==> config.mk <==
export PLATFORM = sky130hd
export DESIGN_NAME = openram_march_ctrl
export DESIGN_NICKNAME = d
export VERILOG_FILES = /design/src/rtl/openram_march_ctrl.sv
export SDC_FILE = /design/constraint.sdc
export NUM_CORES = 1
export LEC_CHECK = 0
export CORE_UTILIZATION = 53
export DETAILED_ROUTE_END_ITERATION = 8
export GPL_TIMING_DRIVEN = 1
export HOLD_SLACK_MARGIN = 0.06
export MAX_ROUTING_LAYER = met4
export PLACE_DENSITY = 0.83
export SETUP_SLACK_MARGIN = 0.4
export SKIP_CTS_REPAIR_TIMING = 1
export SYNTH_ARGS = -nofsm -noshare
export SYNTH_HDL_FRONTEND = slang
export SYNTH_SLANG_ARGS = --single-unit
==> constraint.sdc <==
create_clock -name clk -period 3.35 [get_ports clk]
set_clock_uncertainty 0.05 [all_clocks]
set_input_delay 0.5025 -clock clk [delete_from_list [all_inputs] [get_ports clk]]
set_output_delay 0.5025 -clock clk [all_outputs]
set_load 0.01 [all_outputs]
==> src/rtl/openram_march_ctrl.sv <==
// rtl/openram_march_ctrl.sv - March C- style built-in self test controller for an OpenRAM single-port SRAM
//
// Runs one march test per accepted start pulse:
//   M0 up   : write P
//   M1 up   : read P, write ~P
//   M2 down : read ~P, write P
//   M3 down : read P
// followed by READ_LAT drain cycles so the final read is compared before done.
//
// Ports:
//   clk, reset_n            clock, asynchronous active-low reset
//   start, pattern          run request (accepted only when idle) and background data
//   dout0                   SRAM read data
//   csb0, web0, wmask0,
//   addr0, din0             registered SRAM port-0 controls
//   busy, done              run in progress / run complete (held until next start)
//   fail, fail_addr,
//   fail_elem, fail_data    sticky fail flag and details of the first mismatch
//   err_count               saturating mismatch count
module openram_march_ctrl #(
    parameter int ADDR_WIDTH  = 8,
    parameter int DATA_WIDTH  = 32,
    parameter int READ_LAT    = 1,
    parameter int WMASK_WIDTH = 4
) (
    input  logic                   clk,
    input  logic                   reset_n,
    input  logic                   start,
    input  logic [DATA_WIDTH-1:0]  pattern,
    input  logic [DATA_WIDTH-1:0]  dout0,
    output logic                   csb0,
    output logic                   web0,
    output logic [WMASK_WIDTH-1:0] wmask0,
    output logic [ADDR_WIDTH-1:0]  addr0,
    output logic [DATA_WIDTH-1:0]  din0,
    output logic                   busy,
    output logic                   done,
    output logic                   fail,
    output logic [ADDR_WIDTH-1:0]  fail_addr,
    output logic [1:0]             fail_elem,
    output logic [DATA_WIDTH-1:0]  fail_data,
    output logic [15:0]            err_count
);
    typedef enum logic [3:0] {
        S_IDLE, S_M0, S_M1_R, S_M1_W, S_M2_R, S_M2_W, S_M3, S_DRAIN, S_DONE
    } state_t;

    localparam logic [ADDR_WIDTH-1:0] ADDR_MAX = '1;

    state_t                  state, nxt_state;
    logic [ADDR_WIDTH-1:0]   ptr, nxt_ptr;
    logic [2:0]              drain_cnt, nxt_drain;
    logic [DATA_WIDTH-1:0]   pat;
    logic                    accept;
    logic                    op_rd, op_wr;
    logic [DATA_WIDTH-1:0]   op_data;
    logic [1:0]              op_elem;

    // Read currently on the bus; feeds the compare pipeline one cycle later.
    logic                    cur_rd;
    logic [DATA_WIDTH-1:0]   cur_exp;
    logic [1:0]              cur_elem;

    logic                    pipe_v    [READ_LAT];
    logic [DATA_WIDTH-1:0]   pipe_exp  [READ_LAT];
    logic [ADDR_WIDTH-1:0]   pipe_addr [READ_LAT];
    logic [1:0]              pipe_elem [READ_LAT];

    assign accept = (state == S_IDLE) && start;

    // Decide the next state and the memory operation it performs. The op is
    // registered together with the state so the SRAM pins always reflect the
    // current state's access; nxt_ptr is the address of that access.
    always_comb begin
        nxt_state = state;
        nxt_ptr   = ptr;
        nxt_drain = drain_cnt;
        op_rd     = 1'b0;
        op_wr     = 1'b0;
        op_data   = '0;
        op_elem   = 2'd0;
        case (state)
            S_IDLE: if (start) begin
                nxt_state = S_M0; nxt_ptr = '0; op_wr = 1'b1; op_data = pattern;
            end
            S_M0: if (ptr == ADDR_MAX) begin
                nxt_state = S_M1_R; nxt_ptr = '0; op_rd = 1'b1; op_data = pat; op_elem = 2'd1;
            end else begin
                nxt_ptr = ptr + ADDR_WIDTH'(1); op_wr = 1'b1; op_data = pat;
            end
            S_M1_R: begin
                nxt_state = S_M1_W; op_wr = 1'b1; op_data = ~pat;
            end
            S_M1_W: if (ptr == ADDR_MAX) begin
                nxt_state = S_M2_R; nxt_ptr = ADDR_MAX; op_rd = 1'b1; op_data = ~pat; op_elem = 2'd2;
            end else begin
                nxt_state = S_M1_R; nxt_ptr = ptr + ADDR_WIDTH'(1);
                op_rd = 1'b1; op_data = pat; op_elem = 2'd1;
            end
            S_M2_R: begin
                nxt_state = S_M2_W; op_wr = 1'b1; op_data = pat;
            end
            S_M2_W: if (ptr == '0) begin
                nxt_state = S_M3; nxt_ptr = ADDR_MAX; op_rd = 1'b1; op_data = pat; op_elem = 2'd3;
            end else begin
                nxt_state = S_M2_R; nxt_ptr = ptr - ADDR_WIDTH'(1);
                op_rd = 1'b1; op_data = ~pat; op_elem = 2'd2;
            end
            S_M3: if (ptr == '0) begin
                nxt_state = S_DRAIN; nxt_drain = 3'(READ_LAT - 1);
            end else begin
                nxt_ptr = ptr - ADDR_WIDTH'(1); op_rd = 1'b1; op_data = pat; op_elem = 2'd3;
            end
            S_DRAIN: if (drain_cnt == 3'd0) nxt_state = S_DONE;
                     else nxt_drain = drain_cnt - 3'd1;
            S_DONE:  nxt_state = S_IDLE;
            default: nxt_state = S_IDLE;
        endcase
    end

    always_ff @(posedge clk or negedge reset_n) begin
        if (!reset_n) begin
            state     <= S_IDLE;
            ptr       <= '0;
            drain_cnt <= 3'd0;
            pat       <= '0;
            csb0      <= 1'b1;
            web0      <= 1'b1;
            wmask0    <= '0;
            addr0     <= '0;
            din0      <= '0;
            busy      <= 1'b0;
            done      <= 1'b0;
            cur_rd    <= 1'b0;
            cur_exp   <= '0;
            cur_elem  <= 2'd0;
        end else begin
            state     <= nxt_state;
            ptr       <= nxt_ptr;
            drain_cnt <= nxt_drain;
            if (accept) pat <= pattern;
            csb0      <= !(op_rd || op_wr);
            web0      <= !op_wr;
            wmask0    <= op_wr ? '1 : '0;
            addr0     <= (op_rd || op_wr) ? nxt_ptr : '0;
            din0      <= op_wr ? op_data : '0;
            busy      <= (nxt_state != S_IDLE) && (nxt_state != S_DONE);
            if (accept)                  done <= 1'b0;
            else if (nxt_state == S_DONE) done <= 1'b1;
            cur_rd    <= op_rd;
            cur_exp   <= op_rd ? op_data : '0;
            cur_elem  <= op_elem;
        end
    end

    // Compare pipeline: an entry reaches the last stage in the same cycle the
    // SRAM presents the data for that read.
    always_ff @(posedge clk or negedge reset_n) begin
        if (!reset_n) begin
            for (int i = 0; i < READ_LAT; i++) begin
                pipe_v[i]    <= 1'b0;
                pipe_exp[i]  <= '0;
                pipe_addr[i] <= '0;
                pipe_elem[i] <= 2'd0;
            end
            fail      <= 1'b0;
            fail_addr <= '0;
            fail_elem <= 2'd0;
            fail_data <= '0;
            err_count <= 16'd0;
        end else begin
            pipe_v[0]    <= cur_rd;
            pipe_exp[0]  <= cur_exp;
            pipe_addr[0] <= addr0;
            pipe_elem[0] <= cur_elem;
            for (int i = 1; i < READ_LAT; i++) begin
                pipe_v[i]    <= pipe_v[i-1];
                pipe_exp[i]  <= pipe_exp[i-1];
                pipe_addr[i] <= pipe_addr[i-1];
                pipe_elem[i] <= pipe_elem[i-1];
            end
            if (accept) begin
                fail      <= 1'b0;
                fail_addr <= '0;
                fail_elem <= 2'd0;
                fail_data <= '0;
                err_count <= 16'd0;
            end else if (pipe_v[READ_LAT-1] && (dout0 != pipe_exp[READ_LAT-1])) begin
                if (err_count != 16'hFFFF) err_count <= err_count + 16'd1;
                fail <= 1'b1;
                if (!fail) begin
                    fail_addr <= pipe_addr[READ_LAT-1];
                    fail_elem <= pipe_elem[READ_LAT-1];
                    fail_data <= dout0;
                end
            end
        end
    end
endmodule

# ---- Word-level counts from Yosys, hierarchy flattened
# Index checks and enable logic that the tools add are counted.
# W data, S select, Z words.
dict set report classes {
  n_reduce_logical 20
  n_mux 52
  bitwise 1
  addsub 4
  eq_ne 15
}
# op n
set ops {}
lappend ops {{$mux W32} 9}
lappend ops {{$pmux W32 S6} 1}
lappend ops {{$mux W8} 9}
lappend ops {{$mux W16} 3}
lappend ops {{$pmux W8 S5} 1}
lappend ops {{$ne A32 B32 Y1} 1}
lappend ops {{$not A32 Y32} 1}
lappend ops {{$pmux W4 S8} 1}
lappend ops {{$mux W4} 5}
lappend ops {{$add A16 B1 Y16 const B} 1}
lappend ops {{$eq A4 B3 Y1 const B} 4}
lappend ops {{$ne A16 B16 Y1 const B} 1}
lappend ops {{$mux W2} 6}
lappend ops {{$mux W1} 10}
lappend ops {{$mux W3} 3}
lappend ops {{$add A8 B1 Y8 const B} 1}
lappend ops {{$eq A4 B2 Y1 const B} 2}
lappend ops {{$eq A8 B8 Y1 const B} 1}
lappend ops {{$logic_not A8 Y1} 1}
lappend ops {{$pmux W2 S4} 1}
lappend ops {{$reduce_bool A2 Y1} 4}
lappend ops {{$sub A8 B1 Y8 const B} 1}
lappend ops {{$pmux W1 S3} 2}
lappend ops {{$pmux W3 S2} 1}
lappend ops {{other kinds (15)} 22}
dict set report totals {
  register_bits 232
  in_bits 67
  elab_cells 115
  output_inout_bits 107
}

# ---- Longest topological paths before layout
dict set report logic_depth {
  word_depth 6
  mapped_depth 10
  mapped_depth_nobuf 9
}

# ---- Worst setup path before layout
# No wires, ideal clock.
dict set report synth_path {
  path_type {reg2reg}
  start {reg ptr[0]}
  end {reg addr0[3]}
  setup_slack_ns 0.762
  path_stages_with_launch 11
  setup_time_ns 0.126
  path_buffers 1
  arrival_time_ns 2.412
  t_required_ns 3.174
  synth_period_minus_slack_ns 2.588
  cell_sequence {dfrtp_1 > inv_1 > ha_1 > or3b_1 > buf_6 > nor3_4 > inv_2 > a21oi_4 > o211ai_2 > a221o_1 > a21boi_1}
}
dict set report synth_via {
  word_cells_on_any_way 16
  cone_classes {add/sub (2); eq/ne (1); mux (11); reduce/logical (2)}
}
# element line_no
set synth_lines {}
lappend synth_lines {{start, declared} 51} ;# logic [ADDR_WIDTH-1:0] ptr, nxt_ptr;
lappend synth_lines {{start signal, assigned} 139} ;# ptr <= nxt_ptr;
lappend synth_lines {{$sub A8 B1 Y8, or another cell as far along} {106, 112}}
lappend synth_lines {{$mux W8 (on tied branches)} -}
lappend synth_lines {{$pmux W8 S5 (*)} 82} ;# case (state)
lappend synth_lines {{via nxt_ptr[3]} 51}
lappend synth_lines {{$mux W8 (*)} 145} ;# addr0 <= (op_rd || op_wr) ? nxt_ptr : '0;
lappend synth_lines {{end signal, assigned} 145}
lappend synth_lines {{end, declared} 34} ;# output logic [ADDR_WIDTH-1:0] addr0,
# The timed path passes the listed nets; every way through them passes the cells marked *.
# A chain may end at the register's enable or synchronous reset.

# ---- Worst setup path in the final report
# Same ends and word-level chain as after synthesis.

==> out/qor.txt <==
Switching share of power: 21.1%
Total vias in the final route: 8158
Placed insts: 1353
Mapped Nets: 1095
Clock root buffer: clkbuf_16
Hold Fails Final Rpt: 0
Clock buffer depth: 3
Synth Area in Simple Gates: 15.5%
Combinational share of power: 3.4%
Number of port buffers: 173
Syn Area/Cell: 10.2 sq um
Worst skew pair latency: 0.52 ns
Adder-cell area share of the yosys netlist: 4.70%
Vias in the first global route: 7677
Die X-Extent: 140 um
Non-Filler Instances: 1393
Sequential area share after synthesis: 56.7%
WHS: 0.294 ns
Synthesis warning total: 0
Static leakage: 5.88 nW
Yosys reg bits: 229
Clock sink count: 229
Drt wl/cell: 18.7 um
Setup violations, final: 0
Synthesized area: 10100 sq um
Initial core utilization: 54.1%
Synth top area cells: dfrtp_1 (56%), nand2_1 (7.4%), ha_1 (4.7%), a31oi_1 (4.3%), o21ai_0 (4.0%)
Pre-Repair DR Iteration Count: 7
Peak VDD IR: 318 uV
TritonCTS clock tree: yes
Status: finished, final reports clean
Critical path peak fanout: 37
Fraction of layout cells with a size suffix above 1: 6.73%
Dominant cell type by area after synthesis: dfrtp_1
Aggregate global routing overflow: 0
Fillcell total: 1378
Antenna Violating Nets Remaining: 0
H-tree depth: 1
Slew @ Worst Pin: 0.728 ns
Synth Instances: 990
Ys async rst share: 100%
Post-synth EDFFs: 0
Tot GR Track Use: 27.6%
Largest net degree at the start of global routing: 97
MaxCap Viol Count: 0
N_diodes: 0
Clock transition at the registers of the reported paths: 0.06 ns
Pwr dens: 419 nW/um^2
First-pass GRT wire length: 41.1 mm
Synth top area share: 56.2%
Tmin final: 2.77 ns
DRC violations left: 0
Post-Synth XOR/XNOR Area: 3.03%
Clock Power Share: 45.1%
Post-DP HPWL: 17.5 mm
Routed vias/inst: 5.86
Row cnt: 50
Placer Congestion: 0.892
Library cells used by synthesis: 63
First-iteration detailed-routing DRC count: 616
Die Y: 140 um
IO Count: 174
RSZ-0062 raised after global routing: no
WS Path Type: flop to flop
CP Launch Type: flop
Internal power: 4.24 mW
Area Overhead vs Synth: 26.7%
Crit. End Element: flop
Mux contribution to synthesized area: 0%
Min-Delay Path Class: flop to flop
Fmax: 361 MHz
Slew HR: 51.2%
Required @ worst endpoint: 3.68 ns
Fin crit share: 82.8%
Worst EP arrival: 3.10 ns
Initial antenna violation count: 0
Switch Pwr: 1.13 mW
Sequential Power Share: 51.5%
Slew Viols, Final: 0
Top_reg_cell synth: dfrtp_1
Compound-Gate Fraction of Synth Area: 16.6%
Nets: 1251
Num CTS Buffers: 24
Setup tns final: 0 ns
Core Footprint: 18700 sq um
Die area: 19600 sq um
Largest family of logic cells by synthesized area: compound AO/OA/AOI/OAI gates
Final wirelength: 26.0 mm
-- final cells by class --
type | instances | area, sq um | share of cell area (%)
inverter | 11 | 46.3 | 0.361
tap | 234 | 293 | 2.28
clock inverter | 3 | 28.8 | 0.225
timing repair buffer | 198 | 1990 | 15.5
multi-input combinational | 682 | 4050 | 31.6
clock buffer | 36 | 676 | 5.27
sequential | 229 | 5730 | 44.7
-- cells in the final DEF (no fill, tap or decap), types with 6 or more instances in the layout --
cell type / netlist / final
clkbuf_16: 0 / 24
inv_1: 10 / 10
ha_1: 38 / 38
nand2_1: 200 / 200
or4_1: 6 / 6
nor2_1: 14 / 14
clkbuf_1: 41 / 9
a31oi_1: 69 / 69
nand3_1: 61 / 60
o21ai_1: 22 / 22
nor4_1: 8 / 8
o21ai_0: 80 / 80
xor2_1: 33 / 33
a21boi_1: 6 / 6
dfrtp_1: 227 / 227
buf_4: 3 / 19
nand4_1: 7 / 7
a22oi_1: 35 / 35
a21oi_1: 21 / 21
or3_1: 11 / 11
clkdlybuf4s50_1: 0 / 172
-- final timing paths --
kind	startpoint	endpoint	slack [ns]	cells after the start
setup / recovery	ptr[0]	addr0[3]	0.58	9
hold / removal	cur_exp[27]	pipe_exp[27]	0.29	0
setup reg to reg	ptr[0]	addr0[3]	0.58	9
hold reg to reg	cur_exp[27]	pipe_exp[27]	0.29	0
max in group asynchronous	reset_n	web0	1.83	3
min in group asynchronous	reset_n	fail_data[15]	0.54	2
-- power groups by stage --
stage	Clock, mW	Combinational [mW]	Sequential (mW)
5_1_grt	2.59	0.202	2.76
2_1_floorplan	0	0.0211	2.82
3_3_place_gp	0	0.183	2.82
4_1_cts	2.47	0.186	2.77
3_5_place_dp	0	0.184	2.82
6_report	2.42	0.183	2.77
-- per-layer routing --
metal,track usage (%),up-vias,routed length [um]
met5,-,-,0
met4,6.30,0,432
met3,3.90,34,1750
met2,43.7,330,12700
met1,37.9,3963,11100
li1,-,3831,-
-- synthesized netlist by cell type (2+ instances only) --
library cell and count:
inv_1 10, nand2_1 200, o21ai_1 22, nand4_1 7, and2_1 3, o211ai_1 4, or3_1 11, a21o_1 4
a21boi_1 6, a22oi_1 35, xnor2_1 2, nor4_1 8, o31ai_1 5, o21ai_0 80, clkbuf_1 41, a41oi_1 2
ha_1 38, a31o_2 3, nor3_1 5, nand3_1 61, nor2b_1 3, nor2_1 14, a221oi_1 2, buf_4 3
a21oi_1 21, xor2_1 33, and3_1 4, buf_2 18, dfrtp_1 227, or4_1 6, a31oi_1 69, o22ai_1 2
buf_1 3, buf_6 3, and4_1 2, nand2b_1 5, dfstp_2 2
-- registers in the layout, indices dropped and copies added (netlist names), 16 cells and up --
signal / count
cur_exp: 32
din0: 32
err_count: 16
fail_data: 32
pat: 32
pipe_exp: 32
-- per-stage QoR --
step	utilization, %	worst slack (ns)	area, sq um	power, mW
floorplan	-	0.762	10100	2.84
global placement	64.7	0.376	12100	3.00
CTS	68.4	0.355	12800	5.42
finish	68.5	0.577	12800	5.37
detailed placement	64.7	0.371	12100	3.00
global route	68.5	0.439	12800	5.55
-- cells by family (layout without fill, tap and decap cells) --
group / count (synthesis) / in the layout
and+or+nand+nor: 341 / 341
AOI/OAI and AO/OA: 268 / 268
DFF: 229 / 229
buffers and inverters: 79 / 248
adders and majority gates: 38 / 38
xor gates and xnor gates: 35 / 35
-- critical path, stage by stage, from the launching register on --
cell and delay, ns:
dfrtp_1 0.45, inv_1 0.09, ha_1 0.17, or3b_1 0.52, nor3_4 0.34, inv_6 0.22
a21oi_4 0.25, o211ai_2 0.11, a221o_1 0.31, a21boi_1 0.13
(Power assumes the default switching activity.)
